==> src/rtl/int_src_cond_pkg.sv <==
// int_src_cond_pkg: interrupt channel numbering shared with the arbiter,
// plus the default conditioning parameters for the interrupt sources.
package int_src_cond_pkg;

    // Channel codes as seen by the interrupt arbiter
    typedef enum logic [1:0] {
        IR_NONE = 2'd0,
        IR_CH1  = 2'd1,
        IR_CH2  = 2'd2,
        IR_CH3  = 2'd3
    } ir_ch_e;

    localparam int NUM_IR_CH           = 3;
    localparam int DEF_DEBOUNCE_CYCLES = 4;
    localparam int DEF_PULSE_LEN       = 2;
    localparam int DEF_CNT_W           = 8;

endpackage

==> src/rtl/int_src_chan.sv <==
// int_src_chan: one interrupt source channel.
// Chain: 2-flop sync -> debounce -> rising-edge accept -> mask -> pulse stretch.
// Also keeps a saturating event counter and a sticky overrun flag.
// Ports: clk, CLR (async, active-high), btn (raw), mask, ovf_clr,
//        ir (request pulse), ovf (sticky overrun), evt_cnt (event count).
module int_src_chan
    import int_src_cond_pkg::*;
#(
    parameter int DEBOUNCE_CYCLES = DEF_DEBOUNCE_CYCLES,
    parameter int PULSE_LEN       = DEF_PULSE_LEN,
    parameter int CNT_W           = DEF_CNT_W
) (
    input  logic             clk,
    input  logic             CLR,
    input  logic             btn,
    input  logic             mask,
    input  logic             ovf_clr,
    output logic             ir,
    output logic             ovf,
    output logic [CNT_W-1:0] evt_cnt
);

    localparam int DBC_W  = $clog2(DEBOUNCE_CYCLES) + 1;
    localparam int PCNT_W = $clog2(PULSE_LEN + 1);

    localparam logic [DBC_W-1:0]  DBC_MAX = DBC_W'(DEBOUNCE_CYCLES - 1);
    localparam logic [PCNT_W-1:0] PLEN    = PCNT_W'(PULSE_LEN);
    localparam logic [CNT_W-1:0]  CNT_MAX = '1;

    logic              sync1;
    logic              sync2;
    logic              stable;
    logic              stable_nxt;
    logic [DBC_W-1:0]  dbc;
    logic [DBC_W-1:0]  dbc_nxt;
    logic [PCNT_W-1:0] pcnt;
    logic [PCNT_W-1:0] pcnt_nxt;
    logic              accept;
    logic              take;
    logic              overrun;

    always_comb begin
        stable_nxt = stable;
        dbc_nxt    = dbc;
        if (sync2 == stable) begin
            dbc_nxt = '0;
        end else if (dbc == DBC_MAX) begin
            stable_nxt = sync2;
            dbc_nxt    = '0;
        end else begin
            dbc_nxt = dbc + DBC_W'(1);
        end
    end

    // Accept on the same edge that stable flips 0->1
    assign accept  = stable_nxt & ~stable;
    assign take    = accept & ~mask;
    assign overrun = take & (pcnt != '0);

    // An event during an active pulse does not restart it
    always_comb begin
        pcnt_nxt = '0;
        if (pcnt != '0) begin
            pcnt_nxt = pcnt - PCNT_W'(1);
        end else if (take) begin
            pcnt_nxt = PLEN;
        end
    end

    always_ff @(posedge clk or posedge CLR) begin
        if (CLR) begin
            sync1   <= 1'b0;
            sync2   <= 1'b0;
            stable  <= 1'b0;
            dbc     <= '0;
            pcnt    <= '0;
            ir      <= 1'b0;
            ovf     <= 1'b0;
            evt_cnt <= '0;
        end else begin
            sync1  <= btn;
            sync2  <= sync1;
            stable <= stable_nxt;
            dbc    <= dbc_nxt;
            pcnt   <= pcnt_nxt;
            // Registered so the request edge is glitch-free
            ir     <= (pcnt_nxt != '0);
            if (overrun) begin
                ovf <= 1'b1;
            end else if (ovf_clr) begin
                ovf <= 1'b0;
            end
            if (take && (evt_cnt != CNT_MAX)) begin
                evt_cnt <= evt_cnt + CNT_W'(1);
            end
        end
    end

endmodule

==> src/rtl/int_src_cond.sv <==
// int_src_cond: conditions three raw interrupt sources into request pulses.
// Ports: clk, CLR (async, active-high), btn_raw[2:0], mask[2:0], ovf_clr,
//        ir1/ir2/ir3 (requests), ovf[2:0] (sticky), evt_cnt1..3 (counts).
module int_src_cond
    import int_src_cond_pkg::*;
#(
    parameter int DEBOUNCE_CYCLES = DEF_DEBOUNCE_CYCLES,
    parameter int PULSE_LEN       = DEF_PULSE_LEN,
    parameter int CNT_W           = DEF_CNT_W
) (
    input  logic                 clk,
    input  logic                 CLR,
    input  logic [NUM_IR_CH-1:0] btn_raw,
    input  logic [NUM_IR_CH-1:0] mask,
    input  logic                 ovf_clr,
    output logic                 ir1,
    output logic                 ir2,
    output logic                 ir3,
    output logic [NUM_IR_CH-1:0] ovf,
    output logic [CNT_W-1:0]     evt_cnt1,
    output logic [CNT_W-1:0]     evt_cnt2,
    output logic [CNT_W-1:0]     evt_cnt3
);

    logic [NUM_IR_CH-1:0] ir_v;
    logic [CNT_W-1:0]     cnt_v [NUM_IR_CH];

    for (genvar i = 0; i < NUM_IR_CH; i++) begin : g_ch
        int_src_chan #(
            .DEBOUNCE_CYCLES (DEBOUNCE_CYCLES),
            .PULSE_LEN       (PULSE_LEN),
            .CNT_W           (CNT_W)
        ) u_chan (
            .clk     (clk),
            .CLR     (CLR),
            .btn     (btn_raw[i]),
            .mask    (mask[i]),
            .ovf_clr (ovf_clr),
            .ir      (ir_v[i]),
            .ovf     (ovf[i]),
            .evt_cnt (cnt_v[i])
        );
    end

    assign ir1      = ir_v[0];
    assign ir2      = ir_v[1];
    assign ir3      = ir_v[2];
    assign evt_cnt1 = cnt_v[0];
    assign evt_cnt2 = cnt_v[1];
    assign evt_cnt3 = cnt_v[2];

endmodule
==> config.mk <==
export PLATFORM = sky130hd
export DESIGN_NAME = int_src_cond
export DESIGN_NICKNAME = d
export VERILOG_FILES = /design/src/rtl/int_src_cond_pkg.sv /design/src/rtl/int_src_chan.sv /design/src/rtl/int_src_cond.sv
export SDC_FILE = /design/constraint.sdc
export NUM_CORES = 1
export LEC_CHECK = 0
export BUFFER_PORTS_ARGS = -buffer_cell sky130_fd_sc_hd__buf_2
export CORE_MARGIN = 8
export CORE_UTILIZATION = 62
export CTS_BUF_LIST = sky130_fd_sc_hd__clkbuf_4 sky130_fd_sc_hd__clkbuf_8
export CTS_CLUSTER_SIZE = 20
export DETAILED_ROUTE_END_ITERATION = 16
export GPL_TIMING_DRIVEN = 0
export PLACE_DENSITY = 0.95
export SLEW_MARGIN = 20
export SYNTH_ARGS = -nofsm -noshare
export SYNTH_HDL_FRONTEND = slang
export SYNTH_SLANG_ARGS = --single-unit
==> constraint.sdc <==
create_clock -name clk -period 3.52 [get_ports clk]
set_clock_uncertainty 0.15 [all_clocks]
set_input_delay 0.528 -clock clk [delete_from_list [all_inputs] [get_ports clk]]
set_output_delay 0.528 -clock clk [all_outputs]
set_load 0.03 [all_outputs]
# After elaboration in Yosys (flattened, before gate mapping)
# Index checks and enable logic that the tools add are counted.
dict set report totals {
  ff_bits 54
  in_bits 9
  out_inout_bits 30
  word_cells 91
}
dict set report op_classes {
  addsub 9
  n_eq_ne 9
  muxes 22
  n_bitwise 15
  n_reduce_logical 12
}
# operator n
set ops {}
lappend ops {{$add 8x1->8 const B} 3}
lappend ops {{$ne 8x8->1 const B} 3}
lappend ops {{$mux 3} 6}
lappend ops {{$reduce_bool 2->1} 9}
lappend ops {{$mux 2} 6}
lappend ops {{$mux 1} 10}
lappend ops {{$add 3x1->3 const B} 3}
lappend ops {{$and 1x1->1} 9}
lappend ops {{$eq 3x2->1 const B} 3}
lappend ops {{$not 1->1} 6}
lappend ops {{$sub 2x1->2 const B} 3}
lappend ops {{$eq 1x1->1} 3}
lappend ops {{$logic_and 1x1->1} 3}

# Longest topological paths before layout
# Gate-level depths: netlist (run 1).
dict set report depth {
  word_depth 8
  depth_mapped 5
  mapped_depth_nobuf 5
}

# Hierarchy
# Synthesis (run 1) repeated with hierarchy kept, for this count alone.
dict set report hier_totals {
  cells_unflattened 207
  area_unflattened_um2 2394.8
}
# module n_inst cells_per_inst area_each_um2 seq_area_each_um2
set by_module_without_submodules {}
lappend by_module_without_submodules {int_src_chan 3 69 798.3 450.4}

# Worst setup path after synthesis (run 1)
# No wires, ideal clock.
dict set report synth_timing {
  path_type {register -> register}
  start {reg g_ch[1].u_chan.evt_cnt[0]}
  end {reg g_ch[1].u_chan.evt_cnt[6]}
  setup_ps 125
  t_arrival_ps 1495
  required_time_ps 3245
  path_slack_ps 1750
  path_stages_with_launch 6
  path_buffers 0
  synth_period_minus_slack_ps 1770
  path_cell_list {dfrtp_1 -> ha_1 -> and2_1 -> nand4_1 -> nor2_1 -> mux2_2}
}
dict set report synth_between {
  elab_chain_cells 2
  elab_cells_between_ends 3
  cone_classes {add/sub (1); eq/ne (1); reduce/logical (1)}
}
# item line_no
set synth_rtl {}
lappend synth_rtl {{start, declared} int_src_chan.sv:20} ;# output logic [CNT_W-1:0] evt_cnt
lappend synth_rtl {{start signal, assigned} int_src_chan.sv:94} ;# evt_cnt <= evt_cnt + CNT_W'(1);
lappend synth_rtl {{branches (longest 2 deep; another with $add 8x1->8)} -}
# Parallel ways; which one is timed is not known.
# A chain may end at the register's enable or synchronous reset.

# Final worst setup path (run 1)
dict set report layout_timing {
  start {reg g_ch[0].u_chan.dbc[0]}
  end {reg g_ch[0].u_chan.evt_cnt[6]}
}
dict set report layout_between {
  elab_chain_cells 6
}
# item line_no
set layout_rtl {}
lappend layout_rtl {{start, declared} int_src_chan.sv:34} ;# logic [DBC_W-1:0] dbc;
lappend layout_rtl {{start signal, assigned} int_src_chan.sv:84} ;# dbc <= dbc_nxt;
lappend layout_rtl {{$eq 3x2->1} int_src_chan.sv:47} ;# end else if (dbc == DBC_MAX) begin
lappend layout_rtl {{$mux 1} int_src_chan.sv:47}
lappend layout_rtl {{$mux 1} int_src_chan.sv:45} ;# if (sync2 == stable) begin
lappend layout_rtl {{$and 1x1->1} int_src_chan.sv:56} ;# assign accept = stable_nxt & ~stable;
lappend layout_rtl {{$and 1x1->1} int_src_chan.sv:57} ;# assign take = accept & ~mask;
lappend layout_rtl {{$logic_and 1x1->1} int_src_chan.sv:93} ;# if (take && (evt_cnt != CNT_MAX)) begin
lappend layout_rtl {{end signal, assigned} int_src_chan.sv:94}
lappend layout_rtl {{end, declared} int_src_chan.sv:20}
# Every way passes these cells.

==> results.json, run 1 <==
{
  "outcome": "completed",
  "antenna_found_initial": 0,
  "ys_top_cells_by_area": "dfrtp_1 (57%), mux2_2 (6.7%), ha_1 (3.2%)",
  "final_antenna_net_count": 0,
  "final-hold-violation-count": 0,
  "fin_crit_sh_pct": 53.6,
  "core_sq_um": 3660,
  "cts_setup_buffers": 0,
  "routed_wl_um": 4270,
  "cts_resized": 0,
  "yosysTopAreaCell": "dfrtp_1",
  "synth.most_common_cell": "dfrtp_1",
  "path_clk_slew_ns": 0.08,
  "dp_hpwl_um": 3320,
  "max_freq_ghz": 0.530,
  "crit_type": "flop to flop",
  "hp-class": "primary input to async pin",
  "worstPathArrival_ns": 1.92,
  "ff2ff_setup_slack_ns": 1.63,
  "drt-wirelength-per-cell_um": 14.7,
  "die_y_um": 77.6,
  "postLayoutCellArea_sq_um": 2740,
  "synth_common_cells": "dfrtp_1 (54), mux2_2 (14), nor2_1 (14), nand2_1 (13), nand3_1 (12)",
  "slowest_delay_ns": 0.36,
  "grt_pass1_wl_um": 7580,
  "start_util_pct": 64.3,
  "synth_seq_cells": 54,
  "placedInstanceArea_sq_um": 2660,
  "nets": 258,
  "worst_ep_required_time_ns": 3.55,
  "hold_slack_ns": 0.0543,
  "root_buffer": "clkbuf_8",
  "fp.dieArea_sq_um": 6030,
  "diodes": 0,
  "cts_inserted_buffers": 5,
  "yosys_most_used_dff": "dfrtp_1",
  "clk_path_buf_depth": 2,
  "yosysSeqAreaShare_pct": 57.4,
  "grt_pass1_vias": 1652,
  "critPathLaunchType": "flop",
  "syn_to_final_growth_pct": 16.5,
  "firstDrtPassIters": 4,
  "clk_latency_ns": 0.29,
  "yosysWarningCount": 0,
  "synthDistinctLibCells": 37,
  "fillers": 236,
  "tns_ns": 0,
  "via_count": 1649,
  "grt_overflow": 0,
  "finalCriticalPeriod_ns": 1.89,
  "syn_area_per_cell_sq_um": 12.0,
  "synthCells": 196,
  "rows": 22,
  "grt_max_degree": 21,
  "dp_cells": 284,
  "register_area_sq_um": 1350,
  "crit_fanout": 6,
  "setup_viol": 0,
  "tightest_slew_ns": 0.386,
  "utilization_pct": 74.9,
  "clock_sinks": 54,
  "num_io_pins": 39,
  "netlist_area_sq_um": 2350,
  "drv_slew": 0,
  "gp_congestion": 0.807,
  "power_density_nw_per_um2": 494,
  "portBuffers": 38,
  "drcViolationCount": 0,
  "fp.dieW_um": 77.6,
  "grt_usage_pct": 15.3,
  "drv_cap": 0,
  "slew_headroom_pct": 74.2,
  "cp_slowest_cell": "dfrtp_1",
  "synth-edff-count": 0,
  "crit_chain": "ha_1 -> nor2b_4 -> nand3_1 -> nor3_1 -> mux2_2",
  "htreeDepth": 2,
  "end_kind": "flop",
  "syn_nets": 211,
  "hold_buffers": 0,
  "cts_tree": "yes",
  "synth_top_area_share_pct": 57.4,
  "rsz0062_at_grt": "false",
  "viasPerCell": 5.67,
  "drive_gt1_share_pct": 31.3,
  "stdcell_count": 291,
  "drt_iter0_drc": 128,
  "synthArstFlopShare_pct": 100,
  "power.leakage_nw": 1.38,
  "multi_input_area_sq_um": 955,
  "irDropWorstVdd_uv": 259
}
cell families after synthesis:
family | count (synthesis) | share of synthesized area (%)
simple gates | 80 | 19.8
flops | 54 | 57.4
compound gates | 21 | 6.06
mux | 18 | 8.87
buf+inv | 10 | 2.07
xor+xnor | 7 | 2.60
fa+ha+maj | 6 | 3.19
path summary, 6_finish.rpt:
path                                  startpoint                        end  cells past startpoint
min in group clk                      btn_raw[0]       g_ch[0].u_chan.sync1                      1
max reg2reg                g_ch[0].u_chan.dbc[0]  g_ch[0].u_chan.evt_cnt[6]                      5
min                                          CLR  g_ch[1].u_chan.evt_cnt[3]                      2
max in group asynchronous                    CLR  g_ch[2].u_chan.evt_cnt[1]                      4
min reg2reg                 g_ch[0].u_chan.sync1       g_ch[0].u_chan.sync2                      0
max                        g_ch[0].u_chan.dbc[0]  g_ch[0].u_chan.evt_cnt[6]                      5
cell type report:
type                    count  share of cell area [%]
plain buffers               3                   0.821
clock buffers               7                    3.06
inverters                   7                   0.958
multi-input cells         132                    34.8
flip-flops and latches     54                    49.2
well taps                  48                    2.19
repair buffers             40                    8.94
flip-flops by register name (all words and copies together) (netlist names):
register / flops
g_ch.u_chan.pcnt: 6
g_ch.u_chan.stable: 3
g_ch.u_chan.ir: 3
g_ch.u_chan.dbc: 9
g_ch.u_chan.sync2: 3
g_ch.u_chan.sync1: 3
g_ch.u_chan.ovf: 3
g_ch.u_chan.evt_cnt: 24
cells in the final DEF, fill, tap and decap left out, drive strengths merged, types with 2 or more instances in the layout:
cell type | netlist | routed
nor2 | 14 | 14
ha | 6 | 6
a21oi | 3 | 3
nand3 | 12 | 12
and3 | 4 | 4
nor3 | 8 | 8
o22ai | 2 | 2
o21a | 2 | 2
o21bai | 3 | 3
and4 | 6 | 6
nand2 | 14 | 14
dfrtp | 54 | 54
o21ai | 5 | 5
nand2b | 3 | 3
inv | 7 | 7
nand4 | 5 | 5
xor2 | 2 | 2
nor3b | 6 | 6
mux2 | 17 | 17
buf | 3 | 43
clkbuf | 0 | 7
a21o | 3 | 3
nor2b | 5 | 5
xnor2 | 5 | 5
per-stage QoR:
step	total power, mW	setup WS [ns]
floorplan	0.962	1.53
finish	1.36	1.63
global placement	1.02	0.910
CTS	1.37	1.60
global route	1.44	1.47
detailed placement	1.05	1.56
routing by layer:
metal / GRT usage, % / vias up / share of wire [%]
met5: 0 / - / 0
met4: 6.60 / 0 / 2.0
met3: 4.84 / 10 / 5.2
met2: 25.8 / 44 / 51
met1: 17.5 / 812 / 42
li1: - / 783 / -
worst max-delay path, delay by kind of cell (launching register included):
family | cells | cell delay [ns]
DFF | 1 | 0.36
adders and majority gates | 1 | 0.19
muxes | 1 | 0.35
and+or+nand+nor | 3 | 0.73
where the power goes:
part           internal (mW)  switching [mW]  leakage [nW]
logic                  0.121           0.152         0.626
registers              0.697          0.0609         0.712
clock network          0.153           0.173        0.0452
Note: power is estimated with default switching activity, not from simulation.
==> inputs of run 2 (changes only) <==
--- a/config.mk
+++ b/config.mk
@@ -5,14 +5,15 @@
 export SDC_FILE = /design/constraint.sdc
 export NUM_CORES = 1
 export LEC_CHECK = 0
+export ABC_AREA = 1
 export BUFFER_PORTS_ARGS = -buffer_cell sky130_fd_sc_hd__buf_2
 export CORE_MARGIN = 8
-export CORE_UTILIZATION = 62
+export CORE_UTILIZATION = 59
 export CTS_BUF_LIST = sky130_fd_sc_hd__clkbuf_4 sky130_fd_sc_hd__clkbuf_8
 export CTS_CLUSTER_SIZE = 20
 export DETAILED_ROUTE_END_ITERATION = 16
 export GPL_TIMING_DRIVEN = 0
-export PLACE_DENSITY = 0.95
+export PLACE_DENSITY = 0.92
 export SLEW_MARGIN = 20
 export SYNTH_ARGS = -nofsm -noshare
 export SYNTH_HDL_FRONTEND = slang
==> constraint.sdc (replaced) <==
create_clock -name clk -period 1.9 [get_ports clk]
set_clock_uncertainty 0.15 [all_clocks]
set_input_delay 0.285 -clock clk [delete_from_list [all_inputs] [get_ports clk]]
set_output_delay 0.285 -clock clk [all_outputs]
set_load 0.03 [all_outputs]
==> results.json, run 2 <==
{
  "antenna_found_initial": 0,
  "cts_setup_buffers": 0,
  "firstDrtPassIters": 4,
  "drive_gt1_share_pct": 21.0,
  "hold_buffers": 4,
  "syn_to_final_growth_pct": 15.6,
  "ys_top_cells_by_area": "dfrtp_1 (51%), nand2_1 (18%), inv_1 (4.7%)",
  "tns_ns": 0,
  "final_antenna_net_count": 0,
  "slowest_delay_ns": 0.43,
  "final-hold-violation-count": 0,
  "placedInstanceArea_sq_um": 2900,
  "reg2regPathDepth": 6,
  "syn_nets": 335,
  "synth_common_cells": "nand2_1 (125), dfrtp_1 (54), inv_1 (33), nor2_1 (19), o21ai_0 (19)",
  "synthCells": 320,
  "path_clk_slew_ns": 0.09,
  "power_density_nw_per_um2": 851,
  "rows": 24,
  "hp-start": "ovf_clr",
  "syn_area_per_cell_sq_um": 8.21,
  "synth-edff-count": 0,
  "nets": 385,
  "slew_headroom_pct": 64.6,
  "htreeDepth": 2,
  "grt_max_degree": 32,
  "grt_pass1_wl_um": 8410,
  "core_sq_um": 4320,
  "tightest_slew_ns": 0.530,
  "regToRegStartpoint": "g_ch[0].u_chan.evt_cnt[0]",
  "routed_wl_um": 4860,
  "post-place-ws_ns": 0.363,
  "timing.rr.end": "g_ch[0].u_chan.evt_cnt[5]",
  "die_y_um": 82.7,
  "root_buffer": "clkbuf_8",
  "p_switching_uw": 814,
  "gp_congestion": 0.797,
  "cp_slowest_cell": "dfrtp_1",
  "fp.dieArea_sq_um": 6840,
  "crit_type": "flop to flop",
  "grt_overflow": 0,
  "worstPathArrival_ns": 1.65,
  "drv_slew": 0,
  "drcViolationCount": 0,
  "synth_top_area_share_pct": 51.5,
  "num_io_pins": 39,
  "min_path_cells": 2,
  "start_util_pct": 60.7,
  "largest_reg_flops": 24,
  "cts_tree": "yes",
  "power.leakage_nw": 1.64,
  "yosys_most_used_dff": "dfrtp_1",
  "fin_crit_sh_pct": 82.3,
  "crit_top_cell": "nand2_1",
  "top_register": "g_ch.u_chan.evt_cnt",
  "irDropWorstVdd_uv": 640,
  "netlist_area_sq_um": 2630,
  "synth_seq_cells": 54,
  "viasPerCell": 4.97,
  "rsz0062_at_grt": "false",
  "yosysWarningCount": 0,
  "critPathLaunchType": "flop",
  "setup_viol": 0,
  "drv_cap": 0,
  "reg_top3": "g_ch.u_chan.evt_cnt: 24 flops, g_ch.u_chan.dbc: 9 flops, g_ch.u_chan.pcnt: 6 flops",
  "synthDistinctLibCells": 19,
  "portBuffers": 38,
  "clk_path_buf_depth": 2,
  "power.internal_mw": 1.77,
  "hold_slack_ns": 0.0360,
  "drt-wirelength-per-cell_um": 11.5,
  "clock_sinks": 54,
  "crit_chain": "ha_1 -> nand3_1 -> nor2_1 -> nor2_2 -> nand2_1 -> nand2_1",
  "clk_latency_ns": 0.30,
  "cts_resized": 0,
  "clockPowerShare_pct": 25.0,
  "switching_share_pct": 31.5,
  "synthArstFlopShare_pct": 100,
  "layout_common_cells": "nand2_1 (125), dfrtp_1 (54), buf_2 (38), inv_1 (32)",
  "crit_fanout": 8,
  "fp.dieW_um": 82.7,
  "seqPwrFrac_pct": 54.3,
  "hold_end": "g_ch[1].u_chan.ovf",
  "postLayoutCellArea_sq_um": 3040,
  "yosysSeqAreaShare_pct": 51.5,
  "max_freq_ghz": 0.640,
  "yosysTopAreaCell": "dfrtp_1",
  "synth.most_common_cell": "nand2_1",
  "finalCriticalPeriod_ns": 1.56,
  "dp_hpwl_um": 3700,
  "grt_pass1_vias": 2013,
  "grt_usage_pct": 15.5,
  "drt_iter0_drc": 102,
  "p_total_mw": 2.58,
  "cts_inserted_buffers": 5,
  "end_kind": "flop",
  "hp-class": "primary input to flop",
  "setup_ws_ns": 0.337,
  "diodes": 0,
  "ff2ff_setup_slack_ns": 0.34,
  "via_count": 2101,
  "mostFrequentLayoutCell": "nand2_1",
  "p_comb_share_pct": 20.7,
  "outcome": "completed",
  "worst_ep_required_time_ns": 1.99
}
## run 2: changes by cell type after synthesis, sizes merged, moves of 5 or more
cell	before	now
nor2	14	30
nand3	12	17
mux2	17	0
o21ai	5	19
inv	7	38
nand2	14	131
nor3b	6	0
nor2b	5	0
and4	6	0
nand4	5	0
## run 2: cell families (layout without fill, tap and decap cells)
kind of cell | Yosys count | in the layout | share of synthesized area, %
and+or+nand+nor | 186 | 186 | 31.5
AOI/OAI and AO/OA | 19 | 19 | 3.62
buffers and inverters | 43 | 94 | 6.57
DFF | 54 | 54 | 51.5
adders and majority gates | 6 | 6 | 2.86
xor gates and xnor gates | 12 | 12 | 4.00
## run 2: worst max-delay path by stage
stage / start / end / slack, ns / cells after the start
floorplan: CLR / g_ch[0].u_chan.dbc[0] / 0.15 / 1
global placement: CLR / g_ch[1].u_chan.evt_cnt[7] / -0.45 / 2
detailed placement: g_ch[2].u_chan.evt_cnt[0] / g_ch[2].u_chan.evt_cnt[2] / 0.36 / 6
CTS: g_ch[0].u_chan.evt_cnt[0] / g_ch[0].u_chan.evt_cnt[5] / 0.33 / 6
global route: g_ch[2].u_chan.evt_cnt[0] / g_ch[2].u_chan.evt_cnt[6] / 0.25 / 6
finish: g_ch[0].u_chan.evt_cnt[0] / g_ch[0].u_chan.evt_cnt[5] / 0.34 / 6
## run 2: area by class of cell
type | instances | area (sq um)
clock buffer | 6 | 82.6
buffer | 3 | 22.5
clock inverter | 2 | 12.5
fill | 362 | 1290
inverter | 40 | 150
sequential | 54 | 1350
timing repair buffer | 43 | 250
tap | 52 | 65.1
multi-input combinational | 223 | 1100
## run 2: worst max-delay path, delay by kind of cell (launching register included)
kind	cells	cell delay (ns)
and+or+nand+nor	5	0.67
adders and majority gates	1	0.25
DFF	1	0.43
## run 2: metal layers
layer	share of wire, %	vias to the layer above	GRT usage [%]
met1	45	975	17.8
met2	50	40	27.8
met4	0.56	0	4.31
met3	4.6	6	4.11
li1	-	1080	-
met5	0	-	0
## run 2: power by group through the flow
| stage | clock network [mW] | registers, mW | logic (mW) |
|---|---|---|---|
| finish | 0.646 | 1.40 | 0.535 |
| global route | 0.702 | 1.43 | 0.613 |
| CTS | 0.659 | 1.40 | 0.546 |
| detailed placement | 0 | 1.43 | 0.538 |
| global placement | 0 | 1.42 | 0.501 |
| floorplan | 0 | 1.50 | 0.309 |
## run 2: stage by stage
| stage | instances | utilization (%) |
|---|---|---|
| 3_5_place_dp | 411 | 67.1 |
| 5_1_grt | 423 | 70.2 |
| 3_3_place_gp | 410 | 66.6 |
| 6_report | 423 | 70.2 |
| 4_1_cts | 423 | 70.2 |
| 2_1_floorplan | 320 | - |
==> inputs of run 3 (changes only) <==
==> constraint.sdc (replaced) <==
create_clock -name clk -period 1.52 [get_ports clk]
set_clock_uncertainty 0.15 [all_clocks]
set_input_delay 0.228 -clock clk [delete_from_list [all_inputs] [get_ports clk]]
set_output_delay 0.228 -clock clk [all_outputs]
set_load 0.03 [all_outputs]
==> results.json, run 3 (synthesis gave the netlist of run 2 again) <==
{
  "drive_gt1_share_pct": 24.5,
  "seqPwrFrac_pct": 51.0,
  "grt_pass1_wl_um": 8910,
  "register_area_sq_um": 1360,
  "grt_overflow": 0,
  "hold_slack_ns": 0.110,
  "drt-wirelength-per-cell_um": 12.1,
  "nets": 389,
  "crit_chain": "ha_2 -> nand2_2 -> clkinv_1 -> nand3_2 -> nor2_4 -> nand2_1 -> nand2_1",
  "cts_tree": "yes",
  "utilization_pct": 72.4,
  "crit_buf_inv": 1,
  "drt_iter0_drc": 79,
  "dp_cells": 411,
  "num_io_pins": 39,
  "rsz0062_at_grt": "false",
  "fp.dieArea_sq_um": 6840,
  "clk_path_buf_depth": 2,
  "rows": 24,
  "fillers": 350,
  "path_clk_slew_ns": 0.09,
  "max_freq_ghz": 0.701,
  "power_density_nw_per_um2": 1100,
  "fin_crit_sh_pct": 93.8,
  "reg_top3": "g_ch.u_chan.evt_cnt: 24 flops, g_ch.u_chan.dbc: 9 flops, g_ch.u_chan.pcnt: 6 flops",
  "cp_slowest_cell": "dfrtp_1",
  "grt_pass1_vias": 2124,
  "hp-class": "primary input to flop",
  "firstDrtPassIters": 6,
  "gp_congestion": 0.798,
  "fp.dieW_um": 82.7,
  "grt_max_degree": 36,
  "tightest_slew_ns": 0.473,
  "crit_type": "flop to flop",
  "routed_wl_um": 5170,
  "portBuffers": 38,
  "viasPerCell": 5.02,
  "slowest_delay_ns": 0.38,
  "top_register": "g_ch.u_chan.evt_cnt",
  "p_comb_share_pct": 21.6,
  "cp_top_family": "simple AND/OR/NAND/NOR gates",
  "worst_ep_required_time_ns": 1.62,
  "setup.worst_path.start": "g_ch[1].u_chan.dbc[0]",
  "antenna_found_initial": 0,
  "slew_headroom_pct": 68.4,
  "dp_hpwl_um": 3820,
  "switching_share_pct": 31.0,
  "diodes": 0,
  "p_total_mw": 3.46,
  "hp-start": "mask[1]",
  "core_sq_um": 4320,
  "regToRegStartpoint": "g_ch[1].u_chan.dbc[0]",
  "syn_to_final_growth_pct": 19.2,
  "drv_cap": 0,
  "min_path_cells": 4,
  "crit_fanout": 8,
  "multi_input_area_sq_um": 1140,
  "final_antenna_net_count": 0,
  "postLayoutCellArea_sq_um": 3130,
  "final-hold-violation-count": 0,
  "placedInstanceArea_sq_um": 2910,
  "drv_slew": 0,
  "setup_viol": 0,
  "finalCriticalPeriod_ns": 1.43,
  "grt_usage_pct": 16.5,
  "via_count": 2144,
  "root_buffer": "clkbuf_8",
  "outcome": "completed",
  "tns_ns": 0,
  "critPathLaunchType": "flop",
  "power.internal_mw": 2.39,
  "worstPathArrival_ns": 1.53,
  "die_y_um": 82.7,
  "timing.rr.end": "g_ch[1].u_chan.evt_cnt[3]",
  "power.leakage_nw": 1.66,
  "clockPowerShare_pct": 27.4,
  "start_util_pct": 60.7,
  "htreeDepth": 2,
  "largest_reg_flops": 24,
  "ff2ff_setup_slack_ns": 0.09,
  "drcViolationCount": 0,
  "hold_end": "g_ch[1].u_chan.ir",
  "p_switching_mw": 1.07,
  "clock_sinks": 54,
  "post-place-ws_ns": -0.0223,
  "setup_ws_ns": 0.0941,
  "irDropWorstVdd_uv": 599,
  "layout_common_cells": "nand2_1 (124), dfrtp_1 (50), buf_2 (38), inv_1 (32), o21ai_0 (19)",
  "crit_top_cell": "nand2_1",
  "mostFrequentLayoutCell": "nand2_1",
  "stdcell_count": 427,
  "end_kind": "flop",
  "cts_inserted_buffers": 5,
  "reg2regPathDepth": 7,
  "clk_latency_ns": 0.31
}
run 3: changes by cell type in the layout (fill, tap and decap cells not counted), sizes merged:
cell         previous run  this run
clkbuf                  6         5
clkinv                  3         4
buf                    42        45
dlygate4sd3             4         5
bufinv                  0         1
inv                    38        37
run 3: how the worst max path moves through the flow:
stage                                      to  cells after the start
detailed placement  g_ch[1].u_chan.evt_cnt[7]                      7
floorplan           g_ch[0].u_chan.evt_cnt[6]                      6
global placement    g_ch[0].u_chan.evt_cnt[5]                      6
global route        g_ch[0].u_chan.evt_cnt[1]                      6
finish              g_ch[1].u_chan.evt_cnt[3]                      7
CTS                 g_ch[1].u_chan.evt_cnt[2]                      7
run 3: worst reg2reg max path, delay by kind of cell, from the launching register on:
| kind | cells | cell delay (ns) |
|---|---|---|
| simple gates | 5 | 0.55 |
| flops | 1 | 0.38 |
| fa+ha+maj | 1 | 0.19 |
| buf+inv | 1 | 0.09 |
run 3: final cells by class:
class                           count  share of cell area [%]
Inverter                           40                    4.92
Tap cell                           52                    2.08
Sequential cell                    54                    43.3
Clock inverter                      3                    1.28
Multi-Input combinational cell    223                    36.4
Timing Repair Buffer               47                    9.04
Buffer                              3                   0.720
Clock buffer                        5                    2.20
run 3: power by group through the flow:
| stage | sequential [mW] | clock [mW] | combinational (mW) |
|---|---|---|---|
| finish | 1.76 | 0.946 | 0.747 |
| global route | 1.78 | 1.02 | 0.848 |
| CTS | 1.76 | 0.978 | 0.699 |
| detailed placement | 1.79 | 0 | 0.687 |
| global placement | 1.77 | 0 | 0.628 |
| floorplan | 1.88 | 0 | 0.387 |
run 3: per-layer routing:
layer,part of all wire [%],track usage [%],vias to the layer above
li1,-,-,1085
met1,42,18.2,999
met2,51,29.9,53
met3,5.6,3.90,7
met4,1.4,6.38,0
met5,0,0,-
run 3: what timing repair did:
item	4_1_cts	5_1_grt
buffers inserted	0	3
pin swaps	0	2
hold endpoints to repair	25	0
resized for setup	2	8
endpoints found under the setup margin	13	19
hold buffers	5	0
